**src/rtl/pipe_hazard_sb.sv**
```systemverilog
// Decode-stage register scoreboard: per-register age/readiness drives the decode stall and the
// operand forwarding selects. Build option: PIPE_HAZ_FWD_EN (forwarding; default build stalls).
module pipe_hazard_sb #(
  parameter int unsigned NREG = 32,
  parameter int unsigned NSTG = 2,
  parameter int unsigned LW   = $clog2(NSTG + 2),
  localparam int unsigned AW  = $clog2(NREG)
) (
  input  logic          clock,
  input  logic          resetn,
  input  logic          id_valid,
  input  logic [AW-1:0] id_rs,
  input  logic [AW-1:0] id_rt,
  input  logic          id_use_rs,
  input  logic          id_use_rt,
  input  logic          id_wreg,
  input  logic [AW-1:0] id_rn,
  input  logic [LW-1:0] id_lat,
  output logic          wpcir,
  output logic          id_issue,
  output logic [LW-1:0] fwda,
  output logic [LW-1:0] fwdb,
  output logic [31:0]   stall_cnt
);

  logic [NREG-1:0] r_vld;
  logic [LW-1:0]   r_age [NREG];
  logic [31:0]     r_stall_cnt;

  logic [NREG-1:0] w_vld_nxt;
  logic [LW-1:0]   w_age_nxt [NREG];
  logic [31:0]     w_stall_cnt_nxt;

  logic w_hit_rs;
  logic w_hit_rt;
  logic w_haz_rs;
  logic w_haz_rt;
  logic w_alloc;

  // Register 0 is never tracked: its entry stays clear so every lookup of r0 misses.
  assign w_hit_rs = id_use_rs & (id_rs != '0) & r_vld[id_rs];
  assign w_hit_rt = id_use_rt & (id_rt != '0) & r_vld[id_rt];

`ifdef PIPE_HAZ_FWD_EN
  logic [LW-1:0] r_rdy     [NREG];
  logic [LW-1:0] w_rdy_nxt [NREG];
  logic [LW-1:0] w_lat;

  always_comb begin
    if (id_lat == '0) begin
      w_lat = LW'(1);
    end else if (id_lat > LW'(NSTG)) begin
      w_lat = LW'(NSTG);
    end else begin
      w_lat = id_lat;
    end
  end

  assign w_haz_rs = w_hit_rs & (r_age[id_rs] < r_rdy[id_rs]);
  assign w_haz_rt = w_hit_rt & (r_age[id_rt] < r_rdy[id_rt]);
  assign fwda     = w_hit_rs ? r_age[id_rs] : '0;
  assign fwdb     = w_hit_rt ? r_age[id_rt] : '0;
`else
  logic w_unused_lat;

  // Without forwarding a consumer waits until the producer has reached the register file.
  assign w_unused_lat = ^id_lat;
  assign w_haz_rs     = w_hit_rs;
  assign w_haz_rt     = w_hit_rt;
  assign fwda         = '0;
  assign fwdb         = '0;
`endif

  assign wpcir     = ~(id_valid & (w_haz_rs | w_haz_rt));
  assign id_issue  = id_valid & wpcir;
  assign w_alloc   = id_issue & id_wreg & (id_rn != '0);
  assign stall_cnt = r_stall_cnt;

  always_comb begin
    w_vld_nxt = r_vld;
    for (int i = 0; i < NREG; i++) begin
      w_age_nxt[i] = r_age[i];
`ifdef PIPE_HAZ_FWD_EN
      w_rdy_nxt[i] = r_rdy[i];
`endif
    end

    for (int i = 1; i < NREG; i++) begin
      if (r_vld[i]) begin
        if (r_age[i] == LW'(NSTG)) begin
          w_vld_nxt[i] = 1'b0;
          w_age_nxt[i] = '0;
`ifdef PIPE_HAZ_FWD_EN
          w_rdy_nxt[i] = '0;
`endif
        end else begin
          w_age_nxt[i] = r_age[i] + LW'(1);
        end
      end
      // A new writer replaces any older in-flight writer of the same register.
      if (w_alloc && (id_rn == AW'(i))) begin
        w_vld_nxt[i] = 1'b1;
        w_age_nxt[i] = LW'(1);
`ifdef PIPE_HAZ_FWD_EN
        w_rdy_nxt[i] = w_lat;
`endif
      end
    end

    w_vld_nxt[0] = 1'b0;
    w_age_nxt[0] = '0;
`ifdef PIPE_HAZ_FWD_EN
    w_rdy_nxt[0] = '0;
`endif
  end

  always_comb begin
    w_stall_cnt_nxt = r_stall_cnt;
    if (!wpcir && (r_stall_cnt != 32'hFFFF_FFFF)) begin
      w_stall_cnt_nxt = r_stall_cnt + 32'd1;
    end
  end

  always_ff @(posedge clock or negedge resetn) begin
    if (!resetn) begin
      r_vld       <= '0;
      r_stall_cnt <= '0;
      for (int i = 0; i < NREG; i++) begin
        r_age[i] <= '0;
`ifdef PIPE_HAZ_FWD_EN
        r_rdy[i] <= '0;
`endif
      end
    end else begin
      r_vld       <= w_vld_nxt;
      r_stall_cnt <= w_stall_cnt_nxt;
      for (int i = 0; i < NREG; i++) begin
        r_age[i] <= w_age_nxt[i];
`ifdef PIPE_HAZ_FWD_EN
        r_rdy[i] <= w_rdy_nxt[i];
`endif
      end
    end
  end

endmodule

```
**config.mk**
```make
export PLATFORM = sky130hd
export DESIGN_NAME = pipe_hazard_sb
export DESIGN_NICKNAME = d
export VERILOG_FILES = /design/src/rtl/pipe_hazard_sb.sv
export SDC_FILE = /design/constraint.sdc
export NUM_CORES = 1
export LEC_CHECK = 0
export CAP_MARGIN = 20
export CORE_MARGIN = 3
export CORE_UTILIZATION = 50
export DETAILED_ROUTE_END_ITERATION = 6
export HOLD_SLACK_MARGIN = 0.06
export PLACE_DENSITY = 0.71
export SLEW_MARGIN = 5
export SYNTH_ARGS = -nofsm -noshare
export SYNTH_HDL_FRONTEND = slang
export SYNTH_SLANG_ARGS = --single-unit
```
**constraint.sdc**
```tcl
create_clock -name clock -period 7.9 [get_ports clock]
set_input_delay 1.975 -clock clock [delete_from_list [all_inputs] [get_ports clock]]
set_output_delay 1.975 -clock clock [all_outputs]
set_load 0.01 [all_outputs]
```
[After elaboration in Yosys (flattened, before gate mapping)]
Index checks and enable logic that the tools add are counted.
Operators by class
  reductions and logical operators: 66
  div/mod/pow operators: 0
  shift-type cells: 0
  $add $sub $neg: 32
  magnitude comparators: 2
  bitwise logic cells: 10
  multiplexer cells: 190
  eq/ne operators: 63
  multipliers: 0
Operators with widths (number)
  2-to-1 mux 2 bit: 93
  2-to-1 mux 1 bit: 95
  == test 5 bit, second input constant: 16
  adder 2 x 1 -> 2 bit, second input constant: 31
  == test 2 bit, second input constant: 31
  nonzero test 2 bit: 31
  == test 5 x 4 -> 1 bit, second input constant: 8
  adder 32 x 1 -> 32 bit, second input constant: 1
  logical AND 1 bit: 32
  != test 32 bit, second input constant: 1
  == test 5 x 3 -> 1 bit, second input constant: 4
  nonzero test 5 bit: 3
  < comparator 5 x 6 -> 1 bit, second input constant: 2
  binary-select mux 1 bit (select 5 bit): 2
  == test 5 x 2 -> 1 bit, second input constant: 2
  AND 1 bit: 8
  == test 5 x 1 -> 1 bit, second input constant: 1
  NOT 1 bit: 1
  bitwise OR 1 bit: 1
Word-level totals
  bits of input ports: 23
  memories kept: 0
  memory bits (read-only): 0
  RAM bits: 0
  flip-flop bits (word level): 125
  bits in latches: 0

[Longest topological paths before layout]
Gate-level depths: netlist (run 1).
  word-level depth: 11
  depth in mapped cells: 10
  mapped depth without buffers: 8

[Worst setup path after synthesis (run 1)]
Ideal clock, no wire load.
  path type: input-to-output
  start: in id_rs[0]
  end: out id_issue
  slack: 2.312 ns
  arrival: 3.613 ns
  cell stages on the path: 7
  path buffers: 1
  data required time: 5.925 ns
  cell sequence: buf_6 mux4_2 or4b_1 o311ai_1 a211o_1 o22a_4 and2_1
Between the ends
  longest elaborated chain between the ends: 7
  elaborated cells between the ends (all ways): 9
  those cells by class: mux (2); bitwise (6); reduce/logical (1)
Ends and longest elaborated chain
  start: declaration: RTL line 12  | input logic [AW-1:0] id_rs,
  binary-select mux 1 bit (select 5 bit) / nonzero test 5 bit (equally long branches): RTL line 41  | assign w_hit_rs = id_use_rs & (id_rs != '0) & r_vld[id_rs];
  2-to-1 mux 1 bit (not written as such) / AND 1 bit (equally long branches): RTL line 41
  AND 1 bit *: RTL line 41
  bitwise OR 1 bit *: RTL line 74  | assign wpcir = ~(id_valid & (w_haz_rs | w_haz_rt));
  AND 1 bit *: RTL line 74
  NOT 1 bit *: RTL line 74
  AND 1 bit *: RTL line 75  | assign id_issue = id_valid & wpcir;
  end: declaration: RTL line 20  | output logic id_issue,
Mark *: on every way between the ends. The rest lies on a longest branch, timed or not. The select of a mux whose other input is x is not followed.

[Final worst setup path (run 1)]
Same ends and word-level chain as after synthesis.

==> out/results.txt, run 1 <==
Syn-to-layout area delta -> 21.1%
final cell count without fillers -> 826
RSZ-0062 raised after global routing -> false
pwr dens -> 318 nW/um^2
Setup TNS -> 0 ns
Pre-Repair DR Iteration Count -> 5
crit start category -> input pin
Setup CP Type -> in2out
Req. time, crit path -> 5.93 ns
antenna violations before repair -> 0
largest net degree at the start of global routing -> 76
DR WL/cell -> 17.0 um
CTS H-tree lvls -> 4
Worst-Skew Late Latency -> 0.42 ns
PostCTS Resize Cnt -> 0
total number of vias -> 4,726
max-slew violation count -> 0
placer congestion estimate -> 0.814
Design Power -> 2.38 mW
worst r2r path cells -> 8
setup bufs post-CTS -> 0
pre-CTS setup slack -> 0.985 ns
first-pass GRT wire length -> 23.5 mm
final instance area -> 7490 sq um
maximum vdd drop -> 153 uV
HP Start -> stall_cnt[17]$_DFFE_PN0P_
remaining antenna violation count after routing -> 0
share of layout cells above drive strength 1 -> 0.0816
Slew @ Worst Pin -> 0.956 ns
Synth cell types -> 49
Cell Rows -> 39
Total Wirelength -> 14.0 mm
Critical Path Fanout Max -> 10
Remaining Overflow, GRT -> 0
clk sinks -> 125
Peak Freq -> 0.144 GHz
Post-synth top flop -> dfrtp_1
Crit. End Element -> output pin
area leader, netlist -> dfrtp_1
WHS Endpoint -> stall_cnt[17]$_DFFE_PN0P_
Rel. slew slack -> 0.363
total of max-cap violations -> 0
post-synthesis register bit count -> 125
worst reg2reg path startpoint -> stall_cnt[6]$_DFFE_PN0P_
RR Endpoint -> stall_cnt[24]$_DFFE_PN0P_
root buffer cell -> clkbuf_16
async set-reset flop share out of synthesis -> 1.00
R2R Setup Slk -> 4.99 ns
LEAKAGE -> 3.08 nW
IO Count -> 61
outcome -> completed
min Tclk post-route -> 6.95 ns
Setup violations, final -> 0
IO buf count -> 54
DRT iter0 DRCs -> 409
clock skew -> 0.00627 ns
Post-Syn Instances -> 600
core area -> 11,800 sq um
die area -> 13,700 sq um
vias per cell -> 5.72
CTS Buf Count -> 17
GR Util All Layers -> 0.224
Horiz. Die Dim -> 117 um
clk slew on worst S/H paths -> 0.05 ns
cts-stage hold buffer count -> 0
diode count -> 0
CTS tree -> built
Die H -> 117 um
Synth Cell Area -> 6180 sq um
Hold WC Path Type -> reg2reg
Final WS setup -> 0.950 ns
vias in the first global route -> 4,832
Final period util -> 0.880
Post-layout nets -> 673
Placement Cell Area -> 6800 sq um
DPL Wire Length -> 9.16 mm
DRC viols -> 0
Placed Cells incl. Taps -> 794
Final Hold Viols -> 0
sequential share of the synthesized area -> 0.506
Yosys top cell area share -> 0.506
hold-critical path depth -> 1
crit path DAT -> 4.97 ns
Post-synth EDFFs -> 0
initial core utilization -> 0.526
Mapped Avg Cell Area -> 10.3 sq um
YS warnings -> 0
synth top area cells -> dfrtp_1, o21ai_0, mux2i_1
Max clock buf depth -> 2
[where the power goes]
part	internal, mW	switching [mW]
Sequential	0.828	0.177
Clock	0.626	0.278
Combinational	0.235	0.239
Total	1.69	0.694
[metrics by stage]
| stage | hold slack (ns) | utilization |
|---|---|---|
| after floorplan | 0.507 | - |
| after global placement | 0.471 | 0.578 |
| after detailed placement | 0.478 | 0.578 |
| after CTS | 0.492 | 0.637 |
| after global routing | 0.510 | 0.637 |
| final | 0.495 | 0.637 |
[routing by layer]
layer,vias to the layer above,track usage,part of all wire
met3,18,0.0648,0.049
met2,112,0.369,0.50
li1,2238,-,-
met5,-,0,0
met4,0,0.0787,0.013
met1,2358,0.283,0.44
[cells in the final DEF, fill, tap and decap left out, types with 12 or more instances in the layout]
cell / Yosys / layout
clkdlybuf4s50_1: 0 / 53
o21a_1: 31 / 31
mux4_2: 12 / 12
nand2_1: 20 / 20
and3_1: 12 / 12
clkbuf_16: 0 / 17
xnor2_1: 28 / 28
mux2i_1: 41 / 41
inv_1: 35 / 35
dfrtp_1: 125 / 125
o21ai_0: 122 / 122
nor2_1: 35 / 35
nand3_1: 46 / 46
[worst max-delay path, cell delays in order]
cell	delay, ns
clkdlybuf4s50_1	0.76
mux4_2	0.57
or4b_1	0.48
o311ai_1	0.11
a211o_1	0.16
o22a_4	0.22
and2_1	0.15
clkdlybuf4s50_1	0.54
[logic make-up after synthesis]
logic type / Yosys count / share of synthesized area
multiplexers: 54 / 0.112
adder cells (fa/ha/maj): 1 / 0.00202
AND/OR/NAND/NOR: 157 / 0.135
other: 1 / 0.000606
XOR/XNOR: 31 / 0.0439
buffers and inverters: 63 / 0.0457
AO/OA/AOI/OAI: 168 / 0.155
flip-flops: 125 / 0.506
[cell usage after synthesis, types with 2 or more instances]
cell type and number:
dfrtp_1 125, o21ai_0 122, nand3_1 46, mux2i_1 41
inv_1 35, nor2_1 35, o21a_1 31, xnor2_1 28
nand2_1 20, and3_1 12, mux4_2 12, nand4_1 11
buf_2 10, clkbuf_1 10, buf_4 5, nand3b_1 5
or3_1 4, a21oi_1 3, and2_1 3, and4_1 3
nand2b_1 3, nor3_1 3, xor2_1 3, buf_6 2
nand3_2 2, nor2b_1 2, o21ai_1 2
[flip-flops by register name (all words and copies together), names as in the netlist]
| register | cells |
|---|---|
| stall_cnt | 32 |
| r_age | 62 |
| r_vld | 31 |
[how the worst max path moves through the flow]
stage | start | to | depth (start not counted)
after global placement | id_rs[0] | id_issue | 8
final | id_rs[0] | id_issue | 8
after detailed placement | id_rs[0] | id_issue | 8
after CTS | id_rs[0] | id_issue | 8
after floorplan | id_rs[0] | id_issue | 7
after global routing | id_rs[0] | id_issue | 8
[layout make-up]
cell class | instances | area, sq um
Fill cell | 938 | 4270
Sequential cell | 125 | 3130
Multi-Input combinational cell | 415 | 2790
Timing Repair Buffer | 55 | 546
Clock buffer | 23 | 488
Clock inverter | 9 | 205
Tap cell | 164 | 205
Inverter | 35 | 131
(Power assumes the default switching activity.)
==> inputs of run 2 (changes only) <==
--- a/config.mk
+++ b/config.mk
@@ -8,6 +8,8 @@
 export CAP_MARGIN = 20
 export CORE_MARGIN = 3
 export CORE_UTILIZATION = 50
+export CTS_BUF_LIST = sky130_fd_sc_hd__clkbuf_16
+export CTS_CLUSTER_DIAMETER = 50
 export DETAILED_ROUTE_END_ITERATION = 6
 export HOLD_SLACK_MARGIN = 0.06
 export PLACE_DENSITY = 0.71
==> out/results.txt, run 2 (synthesis gave the netlist of run 1 again) <==
CTS Buf Count -> 17 (unchanged)
pwr dens -> 314 nW/um^2 (-1.4%)
Setup CP Type -> in2out
max reg flops -> 62 (unchanged)
clock skew -> 0.00778 ns (+0.00152 ns)
Peak Freq -> 0.144 GHz (about the same)
max-slew violation count -> 0 (unchanged)
slowest CP cell -> clkdlybuf4s50_1
Pre-Repair DR Iteration Count -> 5 (unchanged)
most common cell after layout, fill and taps aside -> dfrtp_1
Slew @ Worst Pin -> 0.954 ns (-0.00196 ns)
final cell count without fillers -> 826 (unchanged)
crit path DAT -> 4.98 ns (about the same)
root buffer cell -> clkbuf_16
total number of vias -> 4,688 (-0.80%)
DPL Wire Length -> 9.16 mm (unchanged)
DRT iter0 DRCs -> 404 (-1.2%)
Critical path origin -> id_rs[0]
diode count -> 0 (unchanged)
total of max-cap violations -> 0 (unchanged)
IO buf count -> 54 (unchanged)
Horiz. Die Dim -> 117 um (unchanged)
area of the multi-input gates -> 2790 sq um (unchanged)
largest net degree at the start of global routing -> 76 (unchanged)
Hold Slack -> 0.495 ns (-0.0000240 ns)
first-pass GRT wire length -> 23.3 mm (-0.74%)
outcome -> completed
RR Endpoint -> stall_cnt[24]$_DFFE_PN0P_
Rel. slew slack -> 0.364 (+0.00131)
vias in the first global route -> 4,813 (-0.39%)
Final period util -> 0.880 (about the same)
crit start category -> input pin
CP dominant cell by count -> clkdlybuf4s50_1
IO Count -> 61 (unchanged)
DR WL/cell -> 16.9 um (-0.34%)
remaining antenna violation count after routing -> 0 (unchanged)
core area -> 11,800 sq um (unchanged)
Syn-to-layout area delta -> 20.4%
share of layout cells above drive strength 1 -> 0.0755 (-0.00604)
Hold WC Path Type -> reg2reg
placer congestion estimate -> 0.814 (unchanged)
GR Util All Layers -> 0.222 (-0.00177)
PostCTS Resize Cnt -> 0 (unchanged)
initial core utilization -> 0.526 (unchanged)
antenna violations before repair -> 0 (unchanged)
Cell Rows -> 39 (unchanged)
Req. time, crit path -> 5.93 ns (about the same)
DRC viols -> 0 (unchanged)
clk sinks -> 125 (unchanged)
Crit. End Element -> output pin
worst r2r path cells -> 8 (unchanged)
Max clock buf depth -> 2 (unchanged)
Die H -> 117 um (unchanged)
maximum vdd drop -> 153 uV (about the same)
LEAKAGE -> 3.07 nW (-0.46%)
Design Power -> 2.34 mW (-1.9%)
sequential cell area -> 3130 sq um (unchanged)
R2R Setup Slk -> 4.99 ns (about the same)
vias per cell -> 5.68 (-0.80%)
cts-stage hold buffer count -> 0 (unchanged)
Remaining Overflow, GRT -> 0 (unchanged)
max incr delay on CP -> 0.77 ns (about the same)
Placed Cells incl. Taps -> 794 (unchanged)
HP Start -> stall_cnt[17]$_DFFE_PN0P_
worst reg2reg path startpoint -> stall_cnt[6]$_DFFE_PN0P_
die area -> 13,700 sq um (unchanged)
clk slew on worst S/H paths -> 0.05 ns (about the same)
Final Hold Viols -> 0 (unchanged)
Most flops, register -> r_age
Critical Path Fanout Max -> 10 (unchanged)
RSZ-0062 raised after global routing -> false
Layout fillers -> 942 (+0.43%)
Critical Path, Cell by Cell -> clkdlybuf4s50_1 -> mux4_2 -> or4b_1 -> o311ai_1 -> a211o_1 -> o22a_4 -> and2_1 -> clkdlybuf4s50_1
Setup violations, final -> 0 (unchanged)
Post-layout nets -> 673 (unchanged)
CTS tree -> built
most frequent cells in the layout -> dfrtp_1, o21ai_0, clkdlybuf4s50_1
Total Wirelength -> 14.0 mm (-0.34%)
CTS H-tree lvls -> 4 (unchanged)
min Tclk post-route -> 6.96 ns (+0.00553 ns)
setup bufs post-CTS -> 0 (unchanged)
Worst-Skew Late Latency -> 0.42 ns (about the same)
Setup TNS -> 0 ns (unchanged)
crit path to -> id_issue
## run 2: changes by cell type in the layout (fill, tap and decap cells not counted)
cell	delta
clkbuf_8	-4
clkinv_1	+4
clkbuf_1	-2
inv_1	+2
## run 2: area by class of cell
cell class,count,area share
Multi-Input combinational cell,415,0.374
Clock buffer,17,0.0571
Timing Repair Buffer,55,0.0732
Clock inverter,15,0.0306
Inverter,35,0.0176
Tap cell,164,0.0275
Sequential cell,125,0.420
## run 2: worst min path at each step
stage,to,slack (ns),depth (start not counted)
6_report,stall_cnt[17]$_DFFE_PN0P_,0.49,1
5_1_grt,stall_cnt[19]$_DFFE_PN0P_,0.51,1
4_1_cts,stall_cnt[19]$_DFFE_PN0P_,0.49,1
3_5_place_dp,stall_cnt[19]$_DFFE_PN0P_,0.48,1
3_3_place_gp,stall_cnt[13]$_DFFE_PN0P_,0.47,1
2_1_floorplan,r_age[30]$_DFFE_PN0P_,0.51,2
## run 2: power by group
group          leakage [nW]  switching (mW)  internal [mW]
logic                  1.11           0.239          0.235
clock network         0.320           0.275          0.585
registers              1.64           0.177          0.828
total                  3.07           0.691           1.65
## run 2: layer usage
layer | GRT usage | up-vias | share of wire
li1 | - | 2234 | -
met1 | 0.280 | 2314 | 0.44
met2 | 0.366 | 127 | 0.49
met3 | 0.0694 | 13 | 0.059
met4 | 0.0719 | 0 | 0.0091
met5 | 0 | - | 0
## run 2: stage by stage
step / cell area, sq um / worst slack [ns] / utilization
final: 7450 / 0.945 / 0.633
after global routing: 7450 / 0.832 / 0.633
after CTS: 7450 / 0.962 / 0.633
after detailed placement: 6800 / 0.985 / 0.578
after global placement: 6800 / 1.03 / 0.578
after floorplan: 6200 / 2.31 / -
## run 2: worst max-delay path, delay by kind of cell
kind            cells  cell delay, ns
compound gates      3            0.48
buf+inv             2            1.31
simple gates        2            0.63
mux                 1            0.57
==> inputs of run 3 (changes only) <==
==> constraint.sdc (replaced) <==
create_clock -name clock -period 8.35 [get_ports clock]
set_input_delay 2.0875 -clock clock [delete_from_list [all_inputs] [get_ports clock]]
set_output_delay 2.0875 -clock clock [all_outputs]
set_load 0.01 [all_outputs]
==> out/results.txt, run 3 (synthesis gave the netlist of run 1 again) <==
max incr delay on CP -> 0.75 ns (-0.02 ns)
pwr dens -> 283 nW/um^2 (-10%)
CTS Buf Count -> 17 (unchanged)
CTS H-tree lvls -> 4 (unchanged)
Die H -> 117 um (unchanged)
antenna violations before repair -> 0 (unchanged)
Final Hold Viols -> 0 (unchanged)
Total Wirelength -> 13.7 mm (-1.9%)
Most flops, register -> r_age
total number of vias -> 4,728 (+0.85%)
IO Count -> 61 (unchanged)
outcome -> completed
Pre-Repair DR Iteration Count -> 6 (+1)
CTS tree -> built
Peak Freq -> 0.141 GHz
CP dominant cell by count -> clkdlybuf4s50_1
Req. time, crit path -> 6.26 ns (+0.33 ns)
maximum vdd drop -> 127 uV (-17%)
crit path to -> id_issue
Cell Rows -> 39 (unchanged)
Final WS setup -> 1.26 ns (+0.320 ns)
crit path DAT -> 5.00 ns (+0.02 ns)
Critical Path Fanout Max -> 10 (unchanged)
cts-stage hold buffer count -> 0 (unchanged)
most frequent cells in the layout -> dfrtp_1, o21ai_0, clkdlybuf4s50_1
Horiz. Die Dim -> 117 um (unchanged)
diode count -> 0 (unchanged)
RR Endpoint -> stall_cnt[1]$_DFFE_PN0P_
total of max-cap violations -> 0 (unchanged)
Critical Path, Cell by Cell -> clkdlybuf4s50_1 -> mux4_2 -> or4b_1 -> o311ai_1 -> a211o_1 -> o22a_4 -> and2_1 -> clkdlybuf4s50_1
RSZ-0062 raised after global routing -> false
share of layout cells above drive strength 1 -> 0.0725 (-0.00302)
Critical path origin -> id_rs[0]
max-slew violation count -> 0 (unchanged)
DR WL/cell -> 16.6 um (-1.9%)
Setup violations, final -> 0 (unchanged)
placer congestion estimate -> 0.805 (-1.2%)
IO buf count -> 54 (unchanged)
Crit. End Element -> output pin
crit start category -> input pin
Final period util -> 0.849
Post-layout nets -> 673 (unchanged)
worst reg2reg path startpoint -> stall_cnt[6]$_DFFE_PN0P_
GR Util All Layers -> 0.218 (-0.00375)
max reg flops -> 62 (unchanged)
vias in the first global route -> 4,938 (+2.6%)
R2R Setup Slk -> 5.40 ns (+0.41 ns)
Remaining Overflow, GRT -> 0 (unchanged)
most common cell after layout, fill and taps aside -> dfrtp_1
vias per cell -> 5.72 (+0.85%)
WP depth -> 8 (unchanged)
min Tclk post-route -> 7.09 ns
DRC viols -> 0 (unchanged)
Largest delay share family, worst path -> buffers and inverters
DPL Wire Length -> 9.27 mm (+1.2%)
Rel. slew slack -> 0.357 (-0.00671)
slowest CP cell -> clkdlybuf4s50_1
Hold WC Path Type -> reg2reg
Setup CP Type -> in2out
PostCTS Resize Cnt -> 0 (unchanged)
Max clock buf depth -> 2 (unchanged)
Layout fillers -> 971 (+3.1%)
pre-CTS setup slack -> 1.26 ns (+0.271 ns)
Bufs and invs on worst path -> 2 (unchanged)
clock skew -> 0.00715 ns (-0.000630 ns)
Setup TNS -> 0 ns (unchanged)
root buffer cell -> clkbuf_16
clk slew on worst S/H paths -> 0.05 ns (about the same)
Hold Slack -> 0.488 ns (-0.00666 ns)
setup bufs post-CTS -> 0 (unchanged)
LEAKAGE -> 3.03 nW (-1.1%)
remaining antenna violation count after routing -> 0 (unchanged)
DRT iter0 DRCs -> 231 (-43%)
die area -> 13,700 sq um (unchanged)
Syn-to-layout area delta -> 18.6%
first-pass GRT wire length -> 23.2 mm (-0.47%)
largest net degree at the start of global routing -> 76 (unchanged)
core area -> 11,800 sq um (unchanged)
initial core utilization -> 0.526 (unchanged)
worst r2r path cells -> 7 (-1)
Worst-Skew Late Latency -> 0.42 ns (about the same)
clk sinks -> 125 (unchanged)
Slew @ Worst Pin -> 0.964 ns (+0.0101 ns)
## run 3: power breakdown
| part | switching (mW) | total (mW) | leakage (nW) | internal (mW) |
|---|---|---|---|---|
| Clock | 0.251 | 0.677 | 0.285 | 0.426 |
| Combinational | 0.226 | 0.448 | 1.11 | 0.222 |
| Sequential | 0.165 | 0.948 | 1.64 | 0.783 |
| Total | 0.641 | 2.07 | 3.03 | 1.43 |
## run 3: how the worst min path moves through the flow
| stage | cells past startpoint | start | slack (ns) | to |
|---|---|---|---|---|
| 5_1_grt | 1 | stall_cnt[19]$_DFFE_PN0P_ | 0.51 | stall_cnt[19]$_DFFE_PN0P_ |
| 4_1_cts | 1 | stall_cnt[19]$_DFFE_PN0P_ | 0.49 | stall_cnt[19]$_DFFE_PN0P_ |
| 6_report | 1 | stall_cnt[19]$_DFFE_PN0P_ | 0.49 | stall_cnt[19]$_DFFE_PN0P_ |
| 3_5_place_dp | 1 | stall_cnt[19]$_DFFE_PN0P_ | 0.48 | stall_cnt[19]$_DFFE_PN0P_ |
| 3_3_place_gp | 1 | stall_cnt[13]$_DFFE_PN0P_ | 0.47 | stall_cnt[13]$_DFFE_PN0P_ |
| 2_1_floorplan | 2 | r_age[30]$_DFFE_PN0P_ | 0.51 | r_age[30]$_DFFE_PN0P_ |
## run 3: area by class of cell
cell class                      count  area (sq um)  area share
Clock buffer                       17           425      0.0580
Tap cell                          164           205      0.0280
Timing Repair Buffer               55           546      0.0744
Sequential cell                   125          3130       0.426
Clock inverter                     15           115      0.0157
Inverter                           35           131      0.0179
Multi-Input combinational cell    415          2790       0.380
## run 3: routing by layer
metal / global-route usage / vias to the layer above / wire length (um)
met3: 0.0725 / 12 / 779
li1: - / 2235 / -
met4: 0.0795 / 0 / 112
met2: 0.356 / 111 / 6810
met1: 0.272 / 2370 / 5990
met5: 0 / - / 0
## run 3: worst reg2reg max path, cell delays in order (launching register included)
cell and delay [ns]:
dfrtp_1 0.44, and4_1 0.26, and3_1 0.21, and3_1 0.21
and2_1 0.30, a41o_1 0.36, nor2_2 0.64, mux2_2 0.41
## run 3: through the flow
step	power, mW	std cells	area (sq um)	util
6_report	2.07	826	7340	0.624
5_1_grt	2.22	826	7340	0.624
4_1_cts	2.09	826	7340	0.624
3_5_place_dp	1.40	794	6800	0.578
3_3_place_gp	1.34	794	6800	0.578
2_1_floorplan	1.25	603	6200	-
==> RTL edit 1 (flow settings as in run 3) <==
Set the parameter `NREG` to 16 (it was 32).
--- a/src/rtl/pipe_hazard_sb.sv
+++ b/src/rtl/pipe_hazard_sb.sv
@@ -1,7 +1,7 @@
 // Decode-stage register scoreboard: per-register age/readiness drives the decode stall and the
 // operand forwarding selects. Build option: PIPE_HAZ_FWD_EN (forwarding; default build stalls).
 module pipe_hazard_sb #(
-  parameter int unsigned NREG = 32,
+  parameter int unsigned NREG = 16,
   parameter int unsigned NSTG = 2,
   parameter int unsigned LW   = $clog2(NSTG + 2),
   localparam int unsigned AW  = $clog2(NREG)
Ports: changed (resized id_rn, id_rs and id_rt); port bits go from 61 to 58. No check against the original RTL was run, so the function may have changed too.
==> RTL edit 1 against run 3 <==
Routed wire length fell by 38%; synthesized area down 35%; final area fell by 34%; power decreased by 40%; critical path depth decreased by 1; sequential cell count shrank 48; combinational power down 29%; clock power shrank 48%; hold slack better by 0.00092 ns; setup slack better by 0.20 ns; fmax rose by 2.9%; register-to-register slack gained 0.23 ns; final cell count shrank 34%; via count decreased by 35%; critical path type unchanged; largest cell class is now multi-input gates; largest power group unchanged.
==> RTL edit 1: results (changes against run 3) <==
| Metric | Value |
|---|---|
| Leakage power | 2.10 nW (-31%) |
| Share of layout cells above drive strength 1 | 9.84% (+2.6 points) |
| Top fanout value on the critical path | 32 (+22) |
| Yosys warns | 0 (unchanged) |
| Hold Path Class | reg2reg |
| Arr. time, crit path | 4.80 ns (-0.20 ns) |
| Outcome | finished clean |
| Vias in the first global route | 2971 (-40%) |
| Yosys top cell by area | dfrtp_1 |
| Largest cells by area after synthesis | dfrtp_1 (48%), xor2_1 (6.1%), mux2i_1 (4.5%) |
| Skew final | 0.00703 ns (-0.000129 ns) |
| # Post-CTS Setup Buffers | 0 (unchanged) |
| Reg-to-reg endpoint | r_age[27] |
| Root Buffer | clkbuf_16 |
| Post-DRT Antenna Nets | 0 (unchanged) |
| DP Area | 0.00459 mm2 (-33%) |
| Top cells by count, synth | dfrtp_1 (77), nand2_1 (32), xor2_1 (28) |
| Total GRT Usage | 19.6% (-2.3 points) |
| Post-synth cell types | 56 (+14%) |
| Register area share after synthesis | 47.6% (-3.0 points) |
| Diode count | 0 (unchanged) |
| Number of synthesized flops with an enable pin | 0 (unchanged) |
| Clock Path Buffers | 2 (unchanged) |
| Largest net degree at the start of global routing | 78 (+2.6%) |
| Port Buffer Count | 51 (-5.6%) |
| Final wirelength | 8470 um (-38%) |
| Clk slew on worst S/H paths | 0.06 ns |
| First-pass GRT wire length | 14000 um (-40%) |
| Hold depth | 1 (unchanged) |
| Later-pin clock latency in the skew report | 0.33 ns (-0.09 ns) |
| R2R Setup Slk | 5.63 ns (+0.23 ns) |
| Async S/R FF share, synth | 100% (unchanged) |
| Worst slew pin tran | 0.970 ns (+0.00580 ns) |
| Origin of the critical flop-to-flop path | r_vld[6] |
| Post-CTS Resized | 0 (unchanged) |
| VDD IR max | 142 uV (+12%) |
| Via density | 5.59 (-2.4%) |
| H-tree levels | 3 (-1) |
| TritonCTS Buffers | 9 (-8) |
| Drt pass-1 iters | 4 (-2) |
| Reg2reg path depth | 6 (-1) |
| Final RePlAce weighted congestion | 0.855 (+6.2%) |
| Endpoint, Worst Hold | stall_cnt[29] |
| Final HPWL DP | 5880 um (-37%) |
| Drt first-iter violations | 112 (-52%) |
| Hold_sp | stall_cnt[29] |
| Post-synth top flop | dfrtp_1 |
| Max reg flops | 32 (-48%) |
| Initial antenna violation count | 0 (unchanged) |
| Net count, final | 463 (-31%) |
-- RTL edit 1: cell count changes in the layout (fill, tap and decap cells not counted), sizes merged, moves of 23 or more --
cell,before,now
mux2i,41,18
nand3,48,16
dfrtp,125,77
xnor2,28,1
o21ai,124,26
o21a,31,3
xor2,3,28
-- RTL edit 1: report_power, final --
group	switching, mW	internal, mW
clock	0.151	0.199
sequential	0.108	0.478
combinational	0.139	0.177
-- RTL edit 1: kinds of logic (layout without fill, tap and decap cells) --
| logic type | Yosys count | count (layout) | share of synthesized area, % |
|---|---|---|---|
| simple gates | 155 | 155 | 20.5 |
| flops | 77 | 77 | 47.6 |
| compound gates | 67 | 67 | 12.5 |
| buf+inv | 37 | 86 | 4.61 |
| xor+xnor | 29 | 29 | 6.28 |
| mux | 28 | 28 | 8.07 |
| fa+ha+maj | 1 | 1 | 0.309 |
| other cells | 1 | 4 | 0.0927 |
-- RTL edit 1: worst max path at each step --
stage | startpoint | endpoint | cells past startpoint
after CTS | id_rt[3] | wpcir | 7
final | id_rt[3] | wpcir | 7
after global placement | id_rs[0] | id_issue | 6
after floorplan | id_rt[0] | wpcir | 5
after detailed placement | id_rt[3] | wpcir | 7
after global routing | id_rt[3] | wpcir | 7
-- RTL edit 1: final cells by class --
| class | count | area (um2) |
|---|---|---|
| fillers | 651 | 2960 |
| multi-input cells | 284 | 1940 |
| clock inverters | 7 | 41.3 |
| clock buffers | 9 | 225 |
| repair buffers | 53 | 523 |
| inverters | 17 | 63.8 |
| well taps | 102 | 128 |
| flip-flops and latches | 77 | 1930 |
-- RTL edit 1: through the flow --
step	setup slack (ns)	util, %	total power, mW	hold WS, ns	cells
3_3_place_gp	1.50	58.7	0.889	0.475	533
4_1_cts	1.45	62.1	1.26	0.488	549
5_1_grt	1.30	62.1	1.33	0.511	549
6_report	1.47	62.1	1.25	0.489	549
2_1_floorplan	2.76	-	0.791	0.483	398
3_5_place_dp	1.44	58.7	0.909	0.480	533
-- RTL edit 1: metal layers --
layer,GRT usage (%),vias to the layer above,wire [um]
li1,-,1507,-
met5,0,-,0
met1,27.1,1502,3990
met2,30.7,49,4090
met3,3.83,9,277
met4,6.99,0,114
-- RTL edit 1: critical path, stage by stage --
cell	delay [ns]
clkdlybuf4s50_1	0.66
nor2b_1	0.10
a2111oi_0	0.52
o41ai_2	0.23
a32oi_2	0.24
buf_4	0.35
clkdlybuf4s50_1	0.60
==> RTL edit 2 (flow settings as in run 3) <==
Without the edit above. Reset style: synchronous (`resetn`), changed in one clocked block.
--- a/src/rtl/pipe_hazard_sb.sv
+++ b/src/rtl/pipe_hazard_sb.sv
@@ -121,7 +121,7 @@
     end
   end
 
-  always_ff @(posedge clock or negedge resetn) begin
+  always_ff @(posedge clock) begin
     if (!resetn) begin
       r_vld       <= '0;
       r_stall_cnt <= '0;
Formal check against the unedited RTL: differs if resetn is asserted again (counterexample within 4 cycles, from zero or initial values and one cycle with resetn low); with resetn held inactive, the same outputs for 4 cycles.
==> RTL edit 2 against run 3 <==
First-iteration DRC count up 79%; synthesized area increased by 1.2%; final area increased by 1.1%; routed wire length up 16%; setup slack worse by 0.14 ns; register-to-register slack about the same; sequential cell count unchanged; critical path type unchanged; highest routed layer unchanged.
Power is not compared: it rests on default switching activity, and its combinational part moved more than twofold at a synthesized area within 25%.
==> RTL edit 2: results (changes against run 3) <==
| Metric | Value |
|---|---|
| Outcome | finished clean |
| Post-synth cell types | 55 (+12%) |
| Top fanout value on the critical path | 13 (+3) |
| Async S/R FF share, synth | 0% (-100 points) |
| Worst slew margin | 43.3% (+7.5 points) |
| Share of layout cells above drive strength 1 | 6.07% (-1.2 points) |
| Vias in the first global route | 5821 (+18%) |
| Final HPWL DP | 10600 um (+14%) |
| Post-synthesis xor/xnor area fraction | 0% (-4.4 points) |
| Register area share after synthesis | 40.0% (-11 points) |
| Mux contribution to synthesized area | 6.98% (-4.2 points) |
| Largest net degree at the start of global routing | 81 (+6.6%) |
| Drt pass-1 iters | 5 (-1) |
| Top cells by count, synth | dfxtp_1 (125), a21oi_1 (93), o21ai_0 (71) |
| Post-synthesis adder-cell area fraction | 0.200% (-0.0024 points) |
| Reg-to-reg endpoint | r_age[0][13] |
| Endpoint, Worst Hold | stall_cnt[20] |
| First-pass GRT wire length | 26700 um (+15%) |
| Hold_sp | stall_cnt[20] |
| Origin of the critical flop-to-flop path | r_vld[1] |
| Total GRT Usage | 23.2% (+1.3 points) |
| Skew final | 0.00601 ns (-0.00114 ns) |
| Arr. time, crit path | 5.14 ns (+0.14 ns) |
| Via count | 5728 (+21%) |
| Post-synth top flop | dfxtp_1 |
| Largest cells by area after synthesis | dfxtp_1 (40%), a21oi_1 (7.4%), o21ai_0 (5.7%) |
| Hold depth | 2 (+1) |
| M1 GR Usage | 28.2% (+0.96 points) |
| Drt first-iter violations | 413 (+79%) |
==> RTL edit 2: stage by stage <==
stage	area [um2]	utilization, %	cells	power (mW)	setup WS [ns]
after floorplan	6270	-	760	0.677	2.59
after global placement	6800	56.1	942	0.697	1.11
after detailed placement	6800	56.1	942	0.698	1.16
after CTS	7360	60.8	973	1.41	1.13
after global routing	7420	61.2	975	1.45	0.907
final	7420	61.2	975	1.40	1.12
==> RTL edit 2: cell type report <==
type                       count  area (um2)
timing repair buffer          58         611
fill                        1073        4700
clock inverter                14         139
tap                          168         210
inverter                      48         180
sequential                   125        2500
multi-input combinational    545        3350
clock buffer                  17         425
==> RTL edit 2: how the worst max path moves through the flow <==
stage / endpoint / slack, ns
after floorplan: id_issue / 2.59
after global placement: id_issue / 1.11
after detailed placement: id_issue / 1.16
after CTS: id_issue / 1.13
after global routing: id_issue / 0.91
final: id_issue / 1.12
==> RTL edit 2: cell families after synthesis <==
group	Yosys count
adders and majority gates	1
AOI/OAI and AO/OA	219
buffers and inverters	90
other	1
muxes	31
DFF	125
and+or+nand+nor	290
==> RTL edit 2: worst max-delay path, stage by stage <==
cell,delay [ns]
clkdlybuf4s50_1,0.80
mux4_2,0.57
o2111a_1,0.26
nor4_2,0.39
o22ai_2,0.31
nor2_1,0.17
clkdlybuf4s50_1,0.55
==> RTL edit 2: per-layer routing <==
metal	vias up	wire length [um]
li1	2822	-
met1	2695	6840
met2	183	7740
met3	28	993
met4	0	343
met5	-	0
==> RTL edit 2: power by group through the flow <==
stage	Combinational, mW	Sequential, mW	Clock, mW
after global routing	0.0927	0.605	0.753
after CTS	0.0816	0.605	0.719
final	0.0851	0.605	0.711
after detailed placement	0.0809	0.617	0
after global placement	0.0797	0.617	0
after floorplan	0.0610	0.616	0
